File: config.mk
export PLATFORM = sky130hd
export DESIGN_NAME = music_tone_player_flat
export DESIGN_NICKNAME = d
export VERILOG_FILES = /design/src/rtl/music_tone_player_if.sv /design/src/rtl/music_tone_player.sv /design/src/flat_wrapper.sv
export SDC_FILE = /design/constraint.sdc
export NUM_CORES = 1
export LEC_CHECK = 0
export CAP_MARGIN = 20
export CELL_PAD_IN_SITES_DETAIL_PLACEMENT = 1
export CELL_PAD_IN_SITES_GLOBAL_PLACEMENT = 2
export CORE_ASPECT_RATIO = 0.6
export CORE_MARGIN = 4
export CORE_UTILIZATION = 35
export CTS_CLUSTER_DIAMETER = 80
export DETAILED_ROUTE_END_ITERATION = 6
export PLACE_DENSITY = 0.83
export SLEW_MARGIN = 0
export SYNTH_ARGS = -nofsm -noshare
export SYNTH_HDL_FRONTEND = slang
export SYNTH_SLANG_ARGS = --single-unit
File: constraint.sdc
create_clock -name clk -period 4.3 [get_ports clk]
set_input_delay 1.075 -clock clk [delete_from_list [all_inputs] [get_ports clk]]
set_output_delay 1.075 -clock clk [all_outputs]
set_load 0.02 [all_outputs]
File: src/rtl/music_tone_player_if.sv
// Read-side link between the tone player and the music memory.
interface music_tone_player_if #(
    parameter int unsigned DATA_WIDTH = 10
);
    logic                  read_en;
    logic                  read_rst;
    logic [DATA_WIDTH-1:0] data;
    logic                  ready;

    modport master (
        output read_en,
        output read_rst,
        input  data,
        input  ready
    );

    modport slave (
        input  read_en,
        input  read_rst,
        output data,
        output ready
    );
endinterface

File: src/rtl/music_tone_player.sv
// Plays the stored song: walks the music memory, decodes note words and drives a square-wave buzzer.
// state    | meaning
// IDLE     | stopped, memory rewound, no tone
// PLAY     | reading memory and sounding the latched note
// PAUSE    | read and tone halted, read position kept
// DONE     | song ended without loop, waiting for play
module music_tone_player #(
    parameter int unsigned CLK_FREQ   = 100000000,
    parameter int unsigned DATA_WIDTH = 10,
    parameter int unsigned CNT_WIDTH  = 20
) (
    input  logic                  clk,
    input  logic                  rst_n,
    input  logic                  play,
    input  logic                  pause,
    input  logic                  stop,
    input  logic                  loop_en,
    music_tone_player_if.master   mem,
    output logic                  buzzer,
    output logic [DATA_WIDTH-1:0] cur_note,
    output logic                  playing,
    output logic                  song_done
);

    typedef enum logic [1:0] {
        ST_IDLE,
        ST_PLAY,
        ST_PAUSE,
        ST_DONE
    } state_t;

    localparam int unsigned HC_C = CLK_FREQ / (2 * 262);
    localparam int unsigned HC_D = CLK_FREQ / (2 * 294);
    localparam int unsigned HC_E = CLK_FREQ / (2 * 330);
    localparam int unsigned HC_F = CLK_FREQ / (2 * 349);
    localparam int unsigned HC_G = CLK_FREQ / (2 * 392);
    localparam int unsigned HC_A = CLK_FREQ / (2 * 440);
    localparam int unsigned HC_B = CLK_FREQ / (2 * 494);

    state_t                state_q;
    state_t                state_d;
    logic                  rewind;
    logic                  rd_rst_q;
    logic                  seen_ready;
    logic [DATA_WIDTH-1:0] cur_note_q;
    logic                  note_take;
    logic                  note_load;
    logic [CNT_WIDTH-1:0]  base_half;
    logic [CNT_WIDTH-1:0]  half;
    logic                  is_rest;
    logic                  tone_en;
    logic [CNT_WIDTH-1:0]  cnt_q;
    logic                  buz_q;

    assign note_take = (state_q == ST_PLAY) && mem.ready;
    assign note_load = note_take && (mem.data != cur_note_q);

    always_comb begin
        state_d = state_q;
        rewind  = 1'b0;
        if (stop) begin
            state_d = ST_IDLE;
            rewind  = 1'b1;
        end else begin
            case (state_q)
                ST_IDLE, ST_DONE: begin
                    if (play && !pause) begin
                        state_d = ST_PLAY;
                        rewind  = 1'b1;
                    end
                end
                ST_PLAY: begin
                    if (pause) begin
                        state_d = ST_PAUSE;
                    end else if (seen_ready && !mem.ready) begin
                        if (loop_en) begin
                            rewind = 1'b1;
                        end else begin
                            state_d = ST_DONE;
                        end
                    end
                end
                ST_PAUSE: begin
                    if (play && !pause) begin
                        state_d = ST_PLAY;
                    end
                end
                default: state_d = ST_IDLE;
            endcase
        end
    end

    // seen_ready masks the memory's ready latency after a rewind from end-of-song detection
    always_ff @(posedge clk or negedge rst_n) begin
        if (!rst_n) begin
            state_q    <= ST_IDLE;
            rd_rst_q   <= 1'b0;
            seen_ready <= 1'b0;
            cur_note_q <= '0;
        end else begin
            state_q  <= state_d;
            rd_rst_q <= rewind;
            if (rewind) begin
                seen_ready <= 1'b0;
            end else if (note_take) begin
                seen_ready <= 1'b1;
            end
            if (note_take) begin
                cur_note_q <= mem.data;
            end
        end
    end

    // Lowest set pitch bit wins when several are set
    always_comb begin
        base_half = '0;
        is_rest   = 1'b0;
        if (cur_note_q[2]) begin
            base_half = CNT_WIDTH'(HC_C);
        end else if (cur_note_q[3]) begin
            base_half = CNT_WIDTH'(HC_D);
        end else if (cur_note_q[4]) begin
            base_half = CNT_WIDTH'(HC_E);
        end else if (cur_note_q[5]) begin
            base_half = CNT_WIDTH'(HC_F);
        end else if (cur_note_q[6]) begin
            base_half = CNT_WIDTH'(HC_G);
        end else if (cur_note_q[7]) begin
            base_half = CNT_WIDTH'(HC_A);
        end else if (cur_note_q[8]) begin
            base_half = CNT_WIDTH'(HC_B);
        end else begin
            is_rest = 1'b1;
        end
    end

    always_comb begin
        half = base_half;
        case (cur_note_q[1:0])
            2'b01:   half = base_half >> 1;
            2'b10:   half = base_half << 1;
            default: half = base_half;
        endcase
    end

    assign tone_en = (state_q == ST_PLAY) && seen_ready && !is_rest;

    // A new note word restarts the period so a shorter period is never overshot
    always_ff @(posedge clk or negedge rst_n) begin
        if (!rst_n) begin
            cnt_q <= '0;
            buz_q <= 1'b0;
        end else if (!tone_en || note_load) begin
            cnt_q <= '0;
            buz_q <= 1'b0;
        end else if (cnt_q == half - 1'b1) begin
            cnt_q <= '0;
            buz_q <= ~buz_q;
        end else begin
            cnt_q <= cnt_q + 1'b1;
        end
    end

    assign buzzer       = buz_q & tone_en;
    assign cur_note     = cur_note_q;
    assign playing      = (state_q == ST_PLAY);
    assign song_done    = (state_q == ST_DONE);
    assign mem.read_en  = (state_q == ST_PLAY) && !rd_rst_q;
    assign mem.read_rst = rd_rst_q;

endmodule
File: src/flat_wrapper.sv
// flat-port wrapper written by rule: the top's interface ports become plain ports
module music_tone_player_flat 
#(
    parameter int unsigned CLK_FREQ   = 100000000,
    parameter int unsigned DATA_WIDTH = 10,
    parameter int unsigned CNT_WIDTH  = 20
)
  (clk, rst_n, play, pause, stop, loop_en, buzzer, cur_note, playing, song_done, mem_read_en, mem_read_rst, mem_data, mem_ready);
  music_tone_player_if #(.DATA_WIDTH(DATA_WIDTH)) mem_i ();
  input  logic clk;
  input  logic rst_n;
  input  logic play;
  input  logic pause;
  input  logic stop;
  input  logic loop_en;
  output logic buzzer;
  output logic [DATA_WIDTH-1:0] cur_note;
  output logic playing;
  output logic song_done;
  output wire logic [$bits(mem_i.read_en)-1:0] mem_read_en;
  output wire logic [$bits(mem_i.read_rst)-1:0] mem_read_rst;
  input wire logic [$bits(mem_i.data)-1:0] mem_data;
  input wire logic [$bits(mem_i.ready)-1:0] mem_ready;
  assign mem_read_en = mem_i.read_en;
  assign mem_read_rst = mem_i.read_rst;
  assign mem_i.data = mem_data;
  assign mem_i.ready = mem_ready;
  music_tone_player #(.CLK_FREQ(CLK_FREQ), .DATA_WIDTH(DATA_WIDTH), .CNT_WIDTH(CNT_WIDTH)) u_core (.clk(clk), .rst_n(rst_n), .play(play), .pause(pause), .stop(stop), .loop_en(loop_en), .mem(mem_i), .buzzer(buzzer), .cur_note(cur_note), .playing(playing), .song_done(song_done));
endmodule
==> run summary, run 1 <==
Inserted Clock Buffers = 5
Async SR Flop Fraction = 1.000
Count of cell types in the netlist = 68
I/O Buffers = 31
Critical path peak fanout = 20
Clock Skew = 5.957 ps
Placed cell areas = 0.003371 mm2
Leak pwr = 1.362 nW
DRT Pass-1 Iters = 5
Largest net degree at the start of global routing = 36
Pwr/cell area = 557.1 mW/mm2
Final TNS setup = 0 ps
WS Path Type = register to register
Post-synth EDFFs = 0
Via-to-Cell Ratio = 5.810
Layout Nets = 404
Area leader, netlist = dfrtp_1
Slew Viols, Final = 0
Mean Syn Cell Area = 8.426 um2
Synthesized cell area = 0.002949 mm2
DP HPWL = 7671 um
CTS clk-pin slew, worst paths = 60 ps
Wirelength per Cell = 19.99 um
Vias in the first global route = 2,831
DRT iter0 DRCs = 262
Max Clk Rate = 253.4 MHz
Min-Delay Path Class = register to register
Setup Viol. Count Final = 0
Clock sink total = 35
CTS tree = yes
Clk_lat worst skew = 280 ps
Worst slack at placement = 355.0 ps
IO Count = 32
Setup crit start kind = register
Share of cells above drive strength 1 = 0.1050
CTS Hold Bufs = 0
Gr ovfl total = 0
RSZ-0062 raised after global routing = false
WHS = 558.7 ps
YS warnings = 0
Initial Util = 0.3668
Std-Cell Core Area = 0.008039 mm2
GPL Wtd Cong = 0.9638
DRC errors left = 0
Gr usage total = 0.2047
Post-synthesis net count = 374
Syn Inst Count = 350
Setup Fix Bufs, Post-CTS = 0
Vias = 2,841
Post-synth top area share = 0.2970
Area Growth Syn to Fin = 19.05%
Max Cap Violations = 0
Post-synthesis sequential area ratio = 0.2970
Die Span Y = 79.10 um
Die footprint = 0.01001 mm2
Design area = 0.003511 mm2
Setup ws final = 353.2 ps
Placed insts = 481
Synth area leaders = dfrtp_1, xnor2_1, nor2_1
Longest Clk Path Bufs = 2
Antenna violations before repair = 0
FF+latch count, synth = 35
First-pass GRT wire length = 16,040 um
Slew Limit Headroom = 0.3245
Ys flop type = dfrtp_1
Drt total wl = 9775 um
Finished Layout Cells = 489
Tightest Pin Transition = 1004 ps
Status = finished clean
Post-DRT Antenna Nets = 0
Worst path required time = 4460 ps
Die Span X = 126.5 um
# rows = 25
Critical Path AT = 4110 ps
H-tree depth = 2
Final worst-path cycle share = 0.9179
CTS root buf = clkbuf_16
Critical Path End Type = register
Maximum vdd ir drop = 0.0002988 V
Hold violation count in the final report = 0
Diode count = 0
Time the worst path needs with I/O delays and setup = 3947 ps
synthesized netlist by cell type (3+ instances only):
cell      number
buf_4          4
nand2b_1       9
a21o_1         3
nand2_1       17
xor2_1        19
nor2b_1        6
nor4_1        11
ha_1           7
a21oi_1       17
o21ai_0        7
nor2_1        45
dfrtp_1       35
o31ai_1        4
nand4_1        6
xnor2_1       22
nor3_1        11
mux2_2        10
buf_2          3
o211ai_1       7
and3_1         5
nand3_1       11
clkbuf_1       9
or3_1          4
inv_1         11
a211oi_1       5
and2_1         5
critical path, cell delays in order, from the launching register on:
cell      delay (ps)
dfrtp_1          420
inv_1             70
ha_1             500
nor2_1           390
a21oi_1           80
o311a_1          200
a21oi_1          150
ha_1             240
o31ai_1          100
or4_4            460
nor4_1           320
o211ai_1         130
a221o_1          310
o21bai_2         120
buf_4            250
nor2_1            80
cells in the final DEF (no fill, tap or decap), types with 6 or more instances in the layout:
cell type | netlist | layout
a21oi_1 | 17 | 17
buf_4 | 4 | 10
clkdlybuf4s50_1 | 0 | 30
dfrtp_1 | 35 | 35
ha_1 | 7 | 7
inv_1 | 11 | 11
mux2_2 | 10 | 10
nand2_1 | 17 | 17
nand2b_1 | 9 | 8
nand3_1 | 11 | 11
nand4_1 | 6 | 6
nor2_1 | 45 | 45
nor2b_1 | 6 | 6
nor3_1 | 11 | 11
nor4_1 | 11 | 11
o211ai_1 | 7 | 7
o21ai_0 | 7 | 7
xnor2_1 | 22 | 22
xor2_1 | 19 | 19
stage by stage:
step | util | total power [W]
2_1_floorplan | - | 0.001206
3_3_place_gp | 0.4193 | 0.001562
3_5_place_dp | 0.4193 | 0.001572
4_1_cts | 0.4364 | 0.001936
5_1_grt | 0.4367 | 0.002092
6_report | 0.4367 | 0.001956
sequential cells by signal (all words and copies together) (netlist names):
name and flops:
u_core.buz_q 1, u_core.mem.read_rst 1, u_core.seen_ready 1, u_core.cnt_q 20, u_core.cur_note 10, u_core.state_q 2
power breakdown:
| group | internal, W | total (W) | switching, W |
|---|---|---|---|
| sequential | 0.000359 | 0.000450 | 0.0000906 |
| clock | 0.000214 | 0.000353 | 0.000139 |
| combinational | 0.000464 | 0.00115 | 0.000689 |
| total | 0.00104 | 0.00196 | 0.000919 |
metal layers:
metal | track usage | share of wire | routed length [um]
met1 | 0.3257 | 0.53 | 5214
met2 | 0.2664 | 0.38 | 3704
met3 | 0.05645 | 0.078 | 761
met4 | 0.04390 | 0.0096 | 94
met5 | 0 | 0 | 0
cells by family (layout without fill, tap and decap cells):
group           after synthesis  after routing  share of synthesized area
fa+ha+maj                     7              7                    0.02970
buf+inv                      29             60                    0.04582
xor+xnor                     41             41                     0.1218
simple gates                148            148                     0.2694
flops                        35             35                     0.2970
compound gates               77             77                     0.1875
mux                          13             13                    0.04879
worst paths after layout:
check	startpoint	endpoint	slack [ps]	depth (start not counted)
max	u_core.cur_note[0]	u_core.cnt_q[3]	350	15
min	u_core.seen_ready	u_core.seen_ready	560	2
max reg2reg	u_core.cur_note[0]	u_core.cnt_q[3]	350	15
min reg2reg	u_core.seen_ready	u_core.seen_ready	560	2
max in group asynchronous	rst_n	u_core.cnt_q[16]	2850	1
min in group asynchronous	rst_n	u_core.cur_note[5]	910	1
final cells by class:
cell class	instances	area (um2)
Fill cell	934	4528
Multi-Input combinational cell	286	1941
Sequential cell	35	875.8
Timing Repair Buffer	41	380.4
Tap cell	108	135.1
Clock buffer	7	132.6
Inverter	11	41.29
Clock inverter	1	5.005
what timing repair did:
item                                   in CTS  in global routing
endpoints found under the hold margin       0                  0
setup endpoints to repair                   0                 21
gates resized for setup                     0                  1
No activity file was read; power rests on OpenSTA's default activity.
==> run 2: changes to the inputs <==
--- a/config.mk
+++ b/config.mk
@@ -20 +20,2 @@
 export SYNTH_SLANG_ARGS = --single-unit
+export TNS_END_PERCENT = 20
==> constraint.sdc (replaced) <==
create_clock -name clk -period 4.3 [get_ports clk]
set_input_delay 0.86 -clock clk [delete_from_list [all_inputs] [get_ports clk]]
set_output_delay 0.86 -clock clk [all_outputs]
set_load 0.02 [all_outputs]
==> results of run 2 <==
Same layout as run 1 (identical final DEF). Status: finished clean.
